## config.mk

```make
export PLATFORM = sky130hd
export DESIGN_NAME = verin_pwm_ctrl
export DESIGN_NICKNAME = d
export VERILOG_FILES = /design/src/rtl/verin_pwm_ctrl.sv
export SDC_FILE = /design/constraint.sdc
export NUM_CORES = 1
export LEC_CHECK = 0
export CORE_AREA = 4 4 104 106
export CTS_CLUSTER_DIAMETER = 80
export DETAILED_ROUTE_END_ITERATION = 8
export DIE_AREA = 0 0 108 110
export PLACE_DENSITY = 0.84
export SYNTH_ARGS = -nofsm -noshare
export SYNTH_HDL_FRONTEND = slang
export SYNTH_SLANG_ARGS = --single-unit
```

## constraint.sdc

```tcl
create_clock -name clk -period 6.5 [get_ports clk]
set_clock_uncertainty 0.05 [all_clocks]
set_input_delay 1.95 -clock clk [delete_from_list [all_inputs] [get_ports clk]]
set_output_delay 1.95 -clock clk [all_outputs]
set_load 0.02 [all_outputs]
```

## src/rtl/verin_pwm_ctrl.sv

```systemverilog
// Actuator (verin) drive: PWM + direction from latched freq/duty/sens, end-stop cut-off,
// and a periodic 3-byte status frame (flags, angle) written to the processor over write_data/write_n.
module verin_pwm_ctrl #(
  parameter int unsigned STATUS_PERIOD = 50000,
  parameter int unsigned ANGLE_W       = 12,
  parameter int unsigned CNT_W         = 16
) (
  input  logic               clk,
  input  logic               reset,
  input  logic [CNT_W-1:0]   freq,
  input  logic [CNT_W-1:0]   duty,
  input  logic               sens_in,
  input  logic [ANGLE_W-1:0] angle_barre,
  input  logic [ANGLE_W-1:0] butee_g,
  input  logic [ANGLE_W-1:0] butee_d,
  output logic               pwm_out,
  output logic               sens_out,
  output logic               fin_course_g,
  output logic               fin_course_d,
  output logic [7:0]         write_data,
  output logic               write_n
);

  localparam int unsigned TW = (STATUS_PERIOD > 1) ? $clog2(STATUS_PERIOD) : 1;

  typedef enum logic [1:0] {IDLE, SETUP, STROBE, HOLD} state_t;

  logic [CNT_W-1:0]   cnt_q, cnt_d;
  logic [CNT_W-1:0]   freq_l_q, freq_l_d;
  logic [CNT_W-1:0]   duty_l_q, duty_l_d;
  logic               sens_l_q, sens_l_d;
  logic               fc_g_q, fc_d_q;
  logic               pwm_q, pwm_d;
  logic               period_end, raw_pwm, blocked;

  logic [TW-1:0]      timer_q, timer_d;
  logic               start;
  state_t             state_q, state_d;
  logic [1:0]         idx_q, idx_d;
  logic [ANGLE_W-1:0] snap_angle_q, snap_angle_d;
  logic [3:0]         snap_flags_q, snap_flags_d;
  logic [11:0]        angle12;
  logic [7:0]         byte_sel;
  logic [7:0]         wdata_q, wdata_d;
  logic               wn_q, wn_d;

  // PWM period engine: settings only reload at a period boundary (or continuously while stopped)
  always_comb begin
    period_end = (freq_l_q == '0) || (cnt_q == freq_l_q - CNT_W'(1));
    raw_pwm    = (freq_l_q != '0) && (cnt_q < duty_l_q);
    blocked    = (sens_l_q & fc_d_q) | (~sens_l_q & fc_g_q);
    pwm_d      = raw_pwm & ~blocked;
    cnt_d      = cnt_q + CNT_W'(1);
    freq_l_d   = freq_l_q;
    duty_l_d   = duty_l_q;
    sens_l_d   = sens_l_q;
    if (period_end) begin
      cnt_d    = '0;
      freq_l_d = freq;
      duty_l_d = duty;
      sens_l_d = sens_in;
    end
  end

  always_ff @(posedge clk or posedge reset) begin
    if (reset) begin
      cnt_q    <= '0;
      freq_l_q <= '0;
      duty_l_q <= '0;
      sens_l_q <= 1'b0;
      fc_g_q   <= 1'b0;
      fc_d_q   <= 1'b0;
      pwm_q    <= 1'b0;
    end else begin
      cnt_q    <= cnt_d;
      freq_l_q <= freq_l_d;
      duty_l_q <= duty_l_d;
      sens_l_q <= sens_l_d;
      fc_g_q   <= (angle_barre <= butee_g);
      fc_d_q   <= (angle_barre >= butee_d);
      pwm_q    <= pwm_d;
    end
  end

  assign pwm_out      = pwm_q;
  assign sens_out     = sens_l_q;
  assign fin_course_g = fc_g_q;
  assign fin_course_d = fc_d_q;

  // Zero-fill the snapshot angle to the 12-bit frame layout
  for (genvar gi = 0; gi < 12; gi++) begin : g_angle12
    if (gi < ANGLE_W) begin : g_bit
      assign angle12[gi] = snap_angle_d[gi];
    end else begin : g_zero
      assign angle12[gi] = 1'b0;
    end
  end

  assign start   = (timer_q == TW'(STATUS_PERIOD - 1));
  assign timer_d = start ? '0 : timer_q + TW'(1);

  always_comb begin
    state_d      = state_q;
    idx_d        = idx_q;
    snap_angle_d = snap_angle_q;
    snap_flags_d = snap_flags_q;
    case (state_q)
      IDLE: begin
        if (start) begin
          snap_angle_d = angle_barre;
          snap_flags_d = {fc_d_q, fc_g_q, sens_l_q, (freq_l_q != '0) & ~blocked};
          idx_d        = 2'd0;
          state_d      = SETUP;
        end
      end
      SETUP:  state_d = STROBE;
      STROBE: state_d = HOLD;
      HOLD: begin
        if (idx_q == 2'd2) begin
          state_d = IDLE;
        end else begin
          idx_d   = idx_q + 2'd1;
          state_d = SETUP;
        end
      end
      default: state_d = IDLE;
    endcase

    case (idx_d)
      2'd0:    byte_sel = {4'hA, snap_flags_d};
      2'd1:    byte_sel = {4'h0, angle12[11:8]};
      default: byte_sel = angle12[7:0];
    endcase

    // Data changes only on entry to SETUP, so it is stable around the strobe and holds in IDLE
    wdata_d = (state_d == SETUP) ? byte_sel : wdata_q;
    wn_d    = (state_d != STROBE);
  end

  always_ff @(posedge clk or posedge reset) begin
    if (reset) begin
      timer_q      <= '0;
      state_q      <= IDLE;
      idx_q        <= 2'd0;
      snap_angle_q <= '0;
      snap_flags_q <= 4'h0;
      wdata_q      <= 8'h00;
      wn_q         <= 1'b1;
    end else begin
      timer_q      <= timer_d;
      state_q      <= state_d;
      idx_q        <= idx_d;
      snap_angle_q <= snap_angle_d;
      snap_flags_q <= snap_flags_d;
      wdata_q      <= wdata_d;
      wn_q         <= wn_d;
    end
  end

  assign write_data = wdata_q;
  assign write_n    = wn_q;

endmodule

```

==> run_results.csv <==
group,metric,value,unit
grt,grt_usage,22.8,%
power,ir_worst_vdd,0.157,mV
timing,final_max_slew_viol_count,0,
die,die_x,108,um
timing,tightest_slew,1.02,ns
clock_network,cts-root-buf,"clkbuf_8",
timing,finalCritPeriodShare,55.7,%
die,start_util,58.1,%
grt,grt_pass1_wl,21800,um
routing,route.met3.wl,476,um
timing,min_period,3.62,ns
cells_and_area,final_layout_size_suffix_gt1_share,6.69,%
worst_setup_path,cp_cell_sequence,"or4b_2 -> nor4_2 -> o21bai_1 -> a22oi_1 -> inv_1 -> nor2_1 -> a21oi_1 -> o21ai_0",
outcome,status,"completed",
routing,wl_met2,6780,um
timing,hold_ws,0.419,ns
die,dieArea,11900,um^2
synthesis,yosysWarningCount,0,
timing,rsz0062_at_grt,"false",
cells_and_area,fin_nets,744,
cells_and_area,stdcell_area,6810,um^2
worst_setup_path,crit_required,6.74,ns
cells_and_area,final_common_cell,"dfrtp_1",
worst_setup_path,max_stage_delay,0.90,ns
cells_and_area,area_delta_synth_final,20.0,%
worst_setup_path,cp_data_arrival_time,3.86,ns
timing,fmax,276,MHz
clock_network,clkSlewWorstSetupHoldPaths,0.10,ns
routing,wl_met1,5230,um
cells_and_area,final_util,69.6,%
worst_setup_path,start_kind,"flip-flop",
place,io_buffers,83,
routing,viasPerCell,5.71,
cells_and_area,final-instance-count-excl-fill,761,
cells_and_area,final-seq-area,2430,um^2
place,dp_cells,745,
routing,finalWirelength,12800,um
routing,num_vias,4344,
place,place_congestion,0.895,
worst_setup_path,end_kind,"flip-flop",
synthesis,synth_ff_type,"dfrtp_1",
routing,top_layer_used,"met4",
clock_network,cts_tree,"done",
flow_run,maxCapViolations,0,
timing,setup-violations-final,0,
die,die_h,110,um
worst_setup_path,cpLargestDelayFamily,"simple AND/OR/NAND/NOR gates",
worst_setup_path,cp.buffers_inverters,1,
cells_and_area,diodes,0,
clock_network,cts-buffers-inserted,9,
cells_and_area,multi_input_area,2960,um^2
routing,firstDrtPassIters,4,
routing,first_iter_violations,164,
place,dpl_cell_area,6590,um^2
timing,timing.setup.tns,0,ns
die,design.core.area,9770,um^2
die,rows,36,
clock_network,htree_levels,3,
synthesis,ys_seq_area_share,42.8,%
worst_setup_path,worstPathMaxFanout,11,
worst_setup_path,slowest_stage,"nor4_2",
timing,relSlewSlack,31.6,%
clock_network,clockBufferDepth,2,
clock_network,cts_setup_buffers,0,
grt,grt_max_degree,58,
clock_network,cts_hold_buf,0,
worst_setup_path,crit_type,"reg -> reg",
synthesis,synth_async_sr_flop_share,100,%
routing,postRouteAntennaNets,0,
grt,antenna_found_initial,0,
place,hpwl,9660,um
synthesis,yosysUniqueCellTypes,57,
synthesis,synth_cells,544,
hold_path,holdCritPathClass,"reg -> reg",
worst_setup_path,ff2ff_setup_slack,2.88,ns
cells_and_area,layout_common_cells,"dfrtp_1 (96), clkdlybuf4s50_1 (83), inv_1 (51), ha_1 (50), nor2_1 (43)",
routing,routedWlPerCell,16.8,um
routing,drc,0,
synthesis,synth_edf_count,0,
power,power_leakage,3.08,nW
clock_network,ctsResizeCount,0,
grt,gr-total-overflow,0,
power,power_density,194,nW/um^2
clock_network,clk_latency,0.37,ns
timing,hold_violations,0,
grt,first_global_vias,4636,
clock_network,clock-sinks,97,
synthesis,syn_nets,665,
die,io_pins,84,
synthesis,netlist_area,5670,um^2
synthesis,synth-seq-cells,97,
cells_and_area,nFillCells,739,
synthesis,avgSynthCellArea,10.4,um^2
[logic make-up (layout without fill, tap and decap cells)]
group,Yosys count,in the layout,synth area share [%]
compound gates,78,78,10.0
mux,45,45,8.84
xor+xnor,46,46,7.10
flops,97,97,42.8
simple gates,160,160,15.1
fa+ha+maj,50,50,11.0
buf+inv,68,152,5.12
[path summary, 6_finish.rpt]
kind,depth (start not counted),startpoint,end
hold / removal,1,timer_q[0],timer_q[0]
max in group asynchronous,3,reset,timer_q[11]
setup reg to reg,8,timer_q[7],write_data[7]
hold reg to reg,1,timer_q[0],timer_q[0]
min in group asynchronous,2,reset,write_data[2]
setup / recovery,8,timer_q[7],write_data[7]
[where the power goes]
part / internal, mW / leakage, nW / switching [mW]
Clock: 0.209 / 0.105 / 0.208
Combinational: 0.121 / 1.79 / 0.103
Sequential: 0.634 / 1.19 / 0.0454
[state kept, by name, indices dropped and copies added, names as in the netlist, 2 cells and up]
register / cells
cnt_q: 16
duty_l_q: 16
freq_l_q: 16
timer_q: 16
snap_angle_q: 12
write_data: 8
snap_flags_q: 4
idx_q: 2
state_q: 2
[metrics by stage]
stage	power, mW	setup WS (ns)
after floorplan	0.814	1.97
after CTS	1.33	2.91
after detailed placement	0.912	2.53
final	1.32	2.88
after global routing	1.39	2.53
after global placement	0.897	2.55
[per-layer routing]
metal  global-route usage (%)  vias to the layer above
met2                     41.4                       95
met5                        0                        -
met3                     4.89                       29
li1                         -                     2060
met1                     27.4                     2160
met4                     6.49                        0
[worst reg2reg max path, cell delays in order, from the launching register on]
cell and delay (ns):
dfrtp_1 0.43, or4b_2 0.73, nor4_2 0.90, o21bai_1 0.19
a22oi_1 0.56, inv_1 0.28, nor2_1 0.21, a21oi_1 0.06
o21ai_0 0.15
[synth_stat cells, drive strengths merged, types with 2 or more instances]
cell type	instances	area (um^2)
ha	50	626
o31a	2	17.5
a21oi	12	60.1
or4bb	2	22.5
inv	52	195
nor4	10	62.6
o21bai	2	15.0
dfrtp	96	2400
o211ai	3	22.5
nand4	12	90.1
xor2	17	149
and3	5	31.3
a211oi	5	37.5
or4	4	30.0
a31o	2	17.5
mux2i	4	40.0
a22o	7	61.3
xnor2	29	254
or3	4	25.0
nor3	8	45.0
or4b	2	20.0
nand3	20	100
mux2	41	462
nor2b	9	56.3
nor2	43	161
a2111oi	3	45.1
o2111ai	2	17.5
a21o	16	120
nand2	25	101
clkbuf	10	37.5
a31oi	2	12.5
nor3b	2	15.0
buf	6	57.6
o21ai	14	70.1
nand2b	9	56.3
[layout make-up]
type / count / share of cell area [%]
clock buffers: 12 / 2.43
clock inverters: 4 / 0.735
inverters: 52 / 2.89
multi-input cells: 379 / 43.5
flip-flops and latches: 97 / 35.7
well taps: 133 / 2.44
repair buffers: 84 / 12.3
No activity file was read; power rests on OpenSTA's default activity.
